File: src/rtl/ce_synth_if.sv
// Control/status bundle for ce_synth: divider and phase settings in,
// clock-enable pulses, slice levels and the fractional clock out.
interface ce_synth_if #(
  parameter int NCH     = 4,
  parameter int DIV_W   = 6,
  parameter int PHACC_W = 32
);
  logic                   enable;
  logic                   sync;
  logic [NCH*DIV_W-1:0]   div;
  logic [NCH*DIV_W-1:0]   phase;
  logic [PHACC_W-1:0]     frac_delta;
  logic                   ready;
  logic [NCH-1:0]         ce;
  logic [NCH-1:0]         slice;
  logic                   frac_ce;
  logic                   frac_clk;

  modport master (
    output enable, sync, div, phase, frac_delta,
    input  ready, ce, slice, frac_ce, frac_clk
  );

  modport slave (
    input  enable, sync, div, phase, frac_delta,
    output ready, ce, slice, frac_ce, frac_clk
  );
endinterface

File: src/rtl/ce_synth.sv
// Multi-channel integer clock-enable generator plus a fractional phase
// accumulator, with a fixed start-up delay after reset.
module ce_synth #(
  parameter int NCH         = 4,
  parameter int DIV_W       = 6,
  parameter int INIT_CYCLES = 3,
  parameter int PHACC_W     = 32
) (
  input  logic       clk,
  input  logic       reset_n,
  ce_synth_if.slave  bus
);

  localparam logic [7:0] INIT_LAST = 8'(INIT_CYCLES - 1);

  logic [7:0]         init_cnt;
  logic               ready_r;
  logic [DIV_W-1:0]   cnt       [NCH];
  logic [DIV_W-1:0]   div_act   [NCH];
  logic [DIV_W-1:0]   div_in    [NCH];
  logic [DIV_W-1:0]   eff_phase [NCH];
  logic [NCH-1:0]     wrap;
  logic [NCH-1:0]     fire;
  logic [NCH-1:0]     slice_nxt;
  logic [NCH-1:0]     ce_r;
  logic [NCH-1:0]     slice_r;
  logic [PHACC_W-1:0] acc;
  logic [PHACC_W:0]   acc_sum;
  logic               frac_ce_r;
  logic               frac_clk_r;

  // A phase beyond the period clamps to the last count so the channel still fires once per period.
  always_comb begin
    for (int i = 0; i < NCH; i++) begin
      logic [DIV_W-1:0] ph;
      ph           = bus.phase[i*DIV_W +: DIV_W];
      div_in[i]    = bus.div[i*DIV_W +: DIV_W];
      eff_phase[i] = (ph < div_act[i]) ? ph : div_act[i];
      wrap[i]      = (cnt[i] == div_act[i]);
      fire[i]      = (cnt[i] == eff_phase[i]);
      slice_nxt[i] = ({cnt[i], 1'b0} < ({1'b0, div_act[i]} + (DIV_W+1)'(1)));
    end
    acc_sum = {1'b0, acc} + {1'b0, bus.frac_delta};
  end

  // Priority: start-up hold, then sync realignment, then counting; enable low only freezes.
  always_ff @(posedge clk or negedge reset_n) begin
    if (!reset_n) begin
      init_cnt   <= '0;
      ready_r    <= 1'b0;
      ce_r       <= '0;
      slice_r    <= '0;
      acc        <= '0;
      frac_ce_r  <= 1'b0;
      frac_clk_r <= 1'b0;
      for (int i = 0; i < NCH; i++) begin
        cnt[i]     <= '0;
        div_act[i] <= '0;
      end
    end else if (!ready_r) begin
      if (init_cnt == INIT_LAST) ready_r <= 1'b1;
      else                       init_cnt <= init_cnt + 8'd1;
      ce_r       <= '0;
      slice_r    <= '0;
      acc        <= '0;
      frac_ce_r  <= 1'b0;
      frac_clk_r <= 1'b0;
      for (int i = 0; i < NCH; i++) begin
        cnt[i]     <= '0;
        div_act[i] <= div_in[i];
      end
    end else if (bus.sync) begin
      ce_r       <= '0;
      acc        <= '0;
      frac_ce_r  <= 1'b0;
      frac_clk_r <= 1'b0;
      for (int i = 0; i < NCH; i++) begin
        cnt[i]     <= '0;
        div_act[i] <= div_in[i];
      end
    end else if (bus.enable) begin
      ce_r       <= fire;
      slice_r    <= slice_nxt;
      acc        <= acc_sum[PHACC_W-1:0];
      frac_ce_r  <= acc_sum[PHACC_W];
      frac_clk_r <= acc_sum[PHACC_W-1];
      for (int i = 0; i < NCH; i++) begin
        if (wrap[i]) begin
          cnt[i]     <= '0;
          div_act[i] <= div_in[i];
        end else begin
          cnt[i]     <= cnt[i] + DIV_W'(1);
        end
      end
    end else begin
      ce_r      <= '0;
      frac_ce_r <= 1'b0;
    end
  end

  assign bus.ready    = ready_r;
  assign bus.ce       = ce_r;
  assign bus.slice    = slice_r;
  assign bus.frac_ce  = frac_ce_r;
  assign bus.frac_clk = frac_clk_r;

endmodule

File: src/flat_wrapper.sv
// flat-port wrapper written by rule: the top's interface ports become plain ports
module ce_synth_flat 
#(
  parameter int NCH         = 4,
  parameter int DIV_W       = 6,
  parameter int INIT_CYCLES = 3,
  parameter int PHACC_W     = 32
)
  (clk, reset_n, bus_enable, bus_sync, bus_div, bus_phase, bus_frac_delta, bus_ready, bus_ce, bus_slice, bus_frac_ce, bus_frac_clk);
  ce_synth_if #(.NCH(NCH), .DIV_W(DIV_W), .PHACC_W(PHACC_W)) bus_i ();
  input  logic clk;
  input  logic reset_n;
  input wire logic [$bits(bus_i.enable)-1:0] bus_enable;
  input wire logic [$bits(bus_i.sync)-1:0] bus_sync;
  input wire logic [$bits(bus_i.div)-1:0] bus_div;
  input wire logic [$bits(bus_i.phase)-1:0] bus_phase;
  input wire logic [$bits(bus_i.frac_delta)-1:0] bus_frac_delta;
  output wire logic [$bits(bus_i.ready)-1:0] bus_ready;
  output wire logic [$bits(bus_i.ce)-1:0] bus_ce;
  output wire logic [$bits(bus_i.slice)-1:0] bus_slice;
  output wire logic [$bits(bus_i.frac_ce)-1:0] bus_frac_ce;
  output wire logic [$bits(bus_i.frac_clk)-1:0] bus_frac_clk;
  assign bus_i.enable = bus_enable;
  assign bus_i.sync = bus_sync;
  assign bus_i.div = bus_div;
  assign bus_i.phase = bus_phase;
  assign bus_i.frac_delta = bus_frac_delta;
  assign bus_ready = bus_i.ready;
  assign bus_ce = bus_i.ce;
  assign bus_slice = bus_i.slice;
  assign bus_frac_ce = bus_i.frac_ce;
  assign bus_frac_clk = bus_i.frac_clk;
  ce_synth #(.NCH(NCH), .DIV_W(DIV_W), .INIT_CYCLES(INIT_CYCLES), .PHACC_W(PHACC_W)) u_core (.clk(clk), .reset_n(reset_n), .bus(bus_i));
endmodule
File: config.mk
export PLATFORM = sky130hd
export DESIGN_NAME = ce_synth_flat
export DESIGN_NICKNAME = d
export VERILOG_FILES = /design/src/rtl/ce_synth_if.sv /design/src/rtl/ce_synth.sv /design/src/flat_wrapper.sv
export SDC_FILE = /design/constraint.sdc
export NUM_CORES = 1
export LEC_CHECK = 0
export ABC_AREA = 1
export CAP_MARGIN = 20
export CELL_PAD_IN_SITES_DETAIL_PLACEMENT = 1
export CELL_PAD_IN_SITES_GLOBAL_PLACEMENT = 2
export CORE_ASPECT_RATIO = 1.25
export CORE_UTILIZATION = 35
export DETAILED_ROUTE_END_ITERATION = 7
export MAX_ROUTING_LAYER = met4
export PLACE_DENSITY_LB_ADDON = 0.1
export SLEW_MARGIN = 20
export SYNTH_ARGS = -nofsm -noshare
export SYNTH_HDL_FRONTEND = slang
export SYNTH_SLANG_ARGS = --single-unit
File: constraint.sdc
create_clock -name clk -period 2.5 [get_ports clk]
set_input_delay 0.25 -clock clk [delete_from_list [all_inputs] [get_ports clk]]
set_output_delay 0.25 -clock clk [all_outputs]
set_load 0.005 [all_outputs]
==> metrics.cfg, run 1 <==
[run_status]
status = completed

[yosys]
synth_ff_type = dfrtp_1
synth_edf_count = 0
synthArstFlopShare_pct = 100
yosysWarnings = 0
syn_nets = 1469
synthesis.area_um2 = 8670
synth_cell_types = 47
ys_seq_elements = 98
synth_cells = 1298
synth.yosys.seq_area_share_pct = 28.3
syn_avg_cell_area_um2 = 6.68

[clock_tree]
cts_htree_levels = 3
clock_latency_ns = 0.37
cts.sinks = 98
clockBufferDepth = 2
clock-root-buffer = clkbuf_16
numCtsBuffers = 9
cts_tree = yes
cts_setup_buffers = 0
cts_hold_buf = 1
cts.reportedPaths.clkPinSlew_ns = 0.08
cts_resized = 0

[sta]
rsz0062_at_grt = no
tns_ns = 0
hold_ws_ns = 0.424
period_share_pct = 82.9
max_slew_margin_pct = 63.0
final-setup-viol-count = 0
slew_violations = 0
worst_clock_skew_ns = 0.0103
period_needed_ns = 2.07
fmax_mhz = 482
hold_viol = 0
worst_slew_pin_slew_ns = 0.555

[setup_path]
critPathSlowestCell = dfrtp_1
critical-path-top-delay-family = simple AND/OR/NAND/NOR gates
reg2reg_slack_ns = 0.43
cp.arrival_ns = 2.36
start_kind = register
crit_type = reg2reg
worst-path-buf-inv = 2
cpMostUsedCell = inv_1
cp.required_ns = 2.78
end_kind = register
max_stage_delay_ns = 0.44
path_cells = inv_1 -> nor3_1 -> nand3_1 -> xor2_1 -> ha_1 -> nand2_1 -> inv_1 -> nand4_1 -> o2111ai_1 -> o21ai_0
path_max_fanout = 4

[finish]
stdcell_area_um2 = 10300
areaGrowthSynthToFinish_pct = 19.0
drive_gt1_share_pct = 4.21
fin_cells = 1734
nets = 1569

[detailed_routing]
highest_layer = met4
drtAntennaViolNets = 0
wl_met1_um = 11300
drc = 0
wl_um = 26100
wl_per_cell_um = 15.0
first_iter_violations = 216
vias_per_cell = 4.82
firstDrtPassIters = 4
num_vias = 8362
route.met3.wl_um = 407
wl_met2_um = 13800

[grt]
grt_pass1_vias = 8838
track_usage_pct = 22.9
antenna_found_initial = 1
grt_start_max_net_pins = 41
grt-ovfl-total = 0
grt_first_pass_wirelength_um = 43700

[die]
dieArea_um2 = 25400
io_pins = 95
die_y_um = 178
die_x_um = 143
std_cell_rows = 64
start_util_pct = 35.5
core_um2 = 24400

[power_and_ir_drop]
peakVddDrop_v = 0.000353
p_leak_nw = 5.52
power.density_nw_per_um2 = 542

[placement]
placed_cell_area_um2 = 10000
gp_congestion = 0.827
io_buffers = 94
place_inst = 1716
hpwlAfterDp_um = 21200

[hold_path]
hold_class = in2async

[job]
drv_cap = 0

## synthesized netlist by cell type, types with 5 or more instances
| cell type | instances | area share [%] |
|---|---|---|
| nand2_2 | 5 | 0.36 |
| buf_2 | 5 | 0.29 |
| nand2_1 | 464 | 20 |
| nor3_1 | 14 | 0.81 |
| inv_1 | 197 | 8.5 |
| ha_1 | 86 | 12 |
| dfrtp_1 | 98 | 28 |
| nand3b_1 | 11 | 0.95 |
| or2_2 | 5 | 0.36 |
| xnor2_1 | 17 | 1.7 |
| nand3_1 | 93 | 5.4 |
| nand4_1 | 9 | 0.65 |
| a21oi_1 | 58 | 3.3 |
| nor2_1 | 86 | 3.7 |
| xor2_1 | 43 | 4.3 |
| a21oi_2 | 6 | 0.61 |
| o21ai_0 | 43 | 2.5 |
## worst reg2reg max path, delay by kind of cell (launching register included)
kind	cells	cell delay, ns
AO/OA/AOI/OAI	2	0.37
XOR/XNOR	1	0.17
adder cells (fa/ha/maj)	1	0.28
buffers and inverters	2	0.15
flip-flops	1	0.44
AND/OR/NAND/NOR	4	0.59
## path summary, 6_finish.rpt
path | to | start | cells after the start
max | u_core.bus.slice[2]$_DFFE_PN0P_ | u_core.div_act[7]$_DFFE_PN0P_ | 10
min | u_core.acc[23]$_DFFE_PN0P_ | reset_n | 2
max reg2reg | u_core.bus.slice[2]$_DFFE_PN0P_ | u_core.div_act[7]$_DFFE_PN0P_ | 10
min reg2reg | u_core.acc[11]$_DFFE_PN0P_ | u_core.acc[11]$_DFFE_PN0P_ | 2
max in group asynchronous | u_core.cnt[5]$_DFFE_PN0P_ | reset_n | 3
min in group clk | u_core.div_act[15]$_DFFE_PN0P_ | bus_div[9] | 3
## sequential cells by signal, indices dropped and copies added, names as in the netlist
name                 cells
u_core.acc              31
u_core.bus.ce            4
u_core.bus.frac_ce       1
u_core.bus.frac_clk      1
u_core.bus.ready         1
u_core.bus.slice         4
u_core.cnt              24
u_core.div_act          24
u_core.init_cnt          8
## stage by stage
stage	setup WS [ns]	utilization [%]	total power, mW
2_1_floorplan	0.767	-	3.46
3_3_place_gp	0.117	41.0	4.17
3_5_place_dp	0.0910	41.0	4.22
6_report	0.426	42.2	5.59
5_1_grt	0.200	42.2	6.07
4_1_cts	0.405	42.2	5.70
## layer usage
| metal | GRT usage, % | vias to the layer above |
|---|---|---|
| met5 | - | - |
| met2 | 42.9 | 72 |
| met4 | 7.08 | 0 |
| met3 | 2.40 | 29 |
| met1 | 25.1 | 3964 |
| li1 | - | 4297 |
## layout by cell type (no fill, tap or decap), types with 5 or more instances in the layout
cell type | synthesis | layout
a21oi_1 | 58 | 58
a21oi_2 | 6 | 6
buf_4 | 1 | 9
clkbuf_16 | 0 | 9
clkdlybuf4s50_1 | 0 | 93
dfrtp_1 | 98 | 98
ha_1 | 86 | 86
inv_1 | 197 | 197
nand2_1 | 464 | 464
nand2_2 | 5 | 5
nand3_1 | 93 | 93
nand3b_1 | 11 | 11
nand4_1 | 9 | 9
nor2_1 | 86 | 86
nor3_1 | 14 | 14
o21ai_0 | 43 | 43
or2_2 | 5 | 5
xnor2_1 | 17 | 17
xor2_1 | 43 | 43
## power breakdown
| group | internal [mW] | switching, mW | total [mW] |
|---|---|---|---|
| combinational | 0.861 | 1.29 | 2.15 |
| sequential | 1.76 | 0.243 | 2.00 |
| clock | 0.715 | 0.721 | 1.44 |
| total | 3.34 | 2.25 | 5.59 |
## cell type report
class | instances | area [µm²]
Timing Repair Buffer | 105 | 1050
Clock inverter | 6 | 51.3
Inverter | 201 | 754
Sequential cell | 98 | 2450
Clock buffer | 10 | 239
Multi-Input combinational cell | 983 | 5360
Fill cell | 3166 | 14100
Tap cell | 330 | 413
Antenna cell | 1 | 2.50
## cell families (layout without fill, tap and decap cells)
group	after synthesis	after routing	share of synthesized area, %
xor gates and xnor gates	60	60	6.06
other	0	1	0
adders and majority gates	87	87	12.6
buffers and inverters	217	322	9.93
DFF	98	98	28.3
and+or+nand+nor	705	705	34.2
AOI/OAI and AO/OA	131	131	8.91
(Power assumes the default switching activity.)
==> run 2, diff against run 1 <==
CORE_UTILIZATION = 32   (was 35)
clock period = 2.2 ns   (was 2.5 ns; I/O delays follow)
==> metrics.cfg, run 2 (synthesis results as in run 1) <==
[detailed_routing]
highest_layer = met4  ; unchanged
wl_um = 27100  ; was 26100 µm
route.met3.wl_um = 449  ; was 407 µm
first_iter_violations = 205  ; was 216
vias_per_cell = 4.73  ; was 4.82
wl_met2_um = 14600  ; was 13800 µm
drc = 0  ; unchanged
firstDrtPassIters = 4  ; unchanged
wl_per_cell_um = 15.1  ; was 15.0 µm
drtAntennaViolNets = 0  ; unchanged
wl_met1_um = 11600  ; was 11300 µm
num_vias = 8504  ; was 8362

[finish]
fill_cells = 3471  ; was 3166
multi_input_area_um2 = 5370  ; was 5360 µm²
regMostFlops = u_core.acc  ; unchanged
nets = 1618  ; was 1569
register_area_um2 = 2450  ; about the same
largest_register_ffs = 31  ; unchanged
top_regs = u_core.acc: 31 flops, u_core.cnt: 24 flops, u_core.div_act: 24 flops  ; unchanged
drive_gt1_share_pct = 7.78  ; was 4.21%
layout_common_cells = 463 x nand2_1, 197 x inv_1, 96 x dfrtp_1, 93 x nand3_1, 93 x clkdlybuf4s50_1  ; was 464 x nand2_1, 197 x inv_1, 98 x dfrtp_1, 93 x nand3_1, 93 x clkdlybuf4s50_1
final_common_cell = nand2_1  ; unchanged
post-route-util_pct = 40.2  ; was 42.2%
areaGrowthSynthToFinish_pct = 24.0  ; was 19.0%
stdcell_area_um2 = 10700  ; was 10300 µm²

[setup_path]
path_cells = ha_1 -> inv_1 -> fa_1 -> inv_1 -> nand3_1 -> nand3_1 -> nand3_1 -> nand3_1 -> buf_4 -> a21oi_1 -> o21ai_0 -> nand2_1  ; was inv_1 -> nor3_1 -> nand3_1 -> xor2_1 -> ha_1 -> nand2_1 -> inv_1 -> nand4_1 -> o2111ai_1 -> o21ai_0
cpMostUsedCell = nand3_1  ; was inv_1
timing.rr.end = u_core.acc[12]$_DFFE_PN0P_  ; was u_core.bus.slice[2]$_DFFE_PN0P_
max_stage_delay_ns = 0.39  ; was 0.44 ns
cp.arrival_ns = 2.27  ; was 2.36 ns
end_kind = register  ; unchanged
critPathSlowestCell = fa_1  ; was dfrtp_1
path_max_fanout = 4  ; unchanged
cp.required_ns = 2.46  ; was 2.78 ns
crit_type = reg2reg  ; unchanged
reg2reg_slack_ns = 0.20  ; was 0.43 ns
r2r_start = u_core.acc[0]$_DFFE_PN0P_  ; was u_core.div_act[7]$_DFFE_PN0P_
worstRegToRegCells = 12  ; was 10
start_kind = register  ; unchanged

[sta]
worst_clock_skew_ns = 0.0115  ; was 0.0103 ns
slew_violations = 0  ; unchanged
final-setup-viol-count = 0  ; unchanged
fmax_mhz = 499  ; was 482 MHz
rsz0062_at_grt = no  ; unchanged
max_slew_margin_pct = 62.3  ; was 63.0%
worst_slew_pin_slew_ns = 0.565  ; was 0.555 ns
tns_ns = 0  ; unchanged
period_share_pct = 91.1  ; was 82.9%
period_needed_ns = 2.00  ; was 2.07 ns
hold_viol = 0  ; unchanged

[job]
drv_cap = 0  ; unchanged

[clock_tree]
cts_htree_levels = 3  ; unchanged
clock-root-buffer = clkbuf_16  ; unchanged
clock_latency_ns = 0.38  ; was 0.37 ns
cts.reportedPaths.clkPinSlew_ns = 0.08  ; about the same
numCtsBuffers = 9  ; unchanged
cts_tree = yes  ; unchanged
cts.sinks = 98  ; unchanged
clockBufferDepth = 2  ; unchanged

[die]
std_cell_rows = 67  ; was 64
core_um2 = 26700  ; was 24400 µm²
io_pins = 95  ; unchanged
dieArea_um2 = 27800  ; was 25400 µm²
die_x_um = 149  ; was 143 µm
die_y_um = 186  ; was 178 µm
start_util_pct = 32.4  ; was 35.5%

[placement]
gp_congestion = 0.828  ; was 0.827
io_buffers = 94  ; unchanged
placed_cell_area_um2 = 10400  ; was 10000 µm²
hpwlAfterDp_um = 22100  ; was 21200 µm

[grt]
grt_pass1_vias = 8872  ; was 8838
grt_start_max_net_pins = 45  ; was 41
track_usage_pct = 21.4  ; was 22.9%
grt_first_pass_wirelength_um = 44500  ; was 43700 µm
antenna_found_initial = 0  ; was 1
grt-ovfl-total = 0  ; unchanged

[run_status]
status = completed  ; unchanged

[power_and_ir_drop]
power.density_nw_per_um2 = 622  ; was 542 nW/µm²
peakVddDrop_v = 0.000351  ; was 0.000353 V
p_leak_nw = 5.78  ; was 5.52 nW

[hold_path]
hold_class = in2async  ; unchanged

## run 2: timing repair
action,in CTS,in global routing
gates resized for setup,0,6
hold buffers,1,0
endpoints found under the hold margin,22,0
setup endpoints to repair,0,4
setup buffers,0,0
## run 2: worst max-delay path by stage
stage,from,to,slack (ns),depth (start not counted)
global route,u_core.acc[0]$_DFFE_PN0P_,u_core.acc[28]$_DFFE_PN0P_,0.01,13
finish,u_core.acc[0]$_DFFE_PN0P_,u_core.acc[12]$_DFFE_PN0P_,0.20,12
detailed placement,bus_frac_delta[0],u_core.acc[28]$_DFFE_PN0P_,-0.18,14
CTS,u_core.acc[4]$_DFFE_PN0P_,u_core.acc[14]$_DFFE_PN0P_,0.12,11
floorplan,u_core.acc[0]$_DFFE_PN0P_,u_core.acc[28]$_DFFE_PN0P_,0.47,13
global placement,bus_frac_delta[0],u_core.acc[28]$_DFFE_PN0P_,-0.13,14
## run 2: cell type report
class                      count  area share (%)
multi-input combinational    983            50.0
sequential                    98            22.8
timing repair buffer         154            13.3
inverter                     201            7.02
tap                          345            4.02
clock buffer                   9            2.10
clock inverter                 7           0.722
antenna                        1          0.0233
## run 2: worst max-delay path: cells and delay by family (launching register included)
family,cells,cell delay [ns]
simple gates,5,0.52
fa+ha+maj,2,0.56
flops,1,0.36
compound gates,2,0.15
buf+inv,3,0.31
## run 2: per-layer routing
| layer | GRT usage, % | up-vias |
|---|---|---|
| met5 | - | - |
| met4 | 6.20 | 0 |
| met3 | 2.21 | 24 |
| met2 | 40.3 | 74 |
| met1 | 23.6 | 3999 |
| li1 | - | 4407 |
## run 2: per-stage QoR
stage               total power [mW]  std cells  hold slack (ns)  worst slack [ns]
finish                          6.69       1798            0.313             0.196
global route                    7.25       1797            0.351            0.0122
CTS                             6.82       1797            0.316             0.115
detailed placement              5.02       1780            0.188            -0.178
global placement                4.95       1780            0.191            -0.133
floorplan                       3.93       1298          -0.0756             0.467
## run 2: power by group
group / internal (mW) / switching [mW]
clock: 0.895 / 0.841
sequential: 2.00 / 0.242
combinational: 1.15 / 1.56
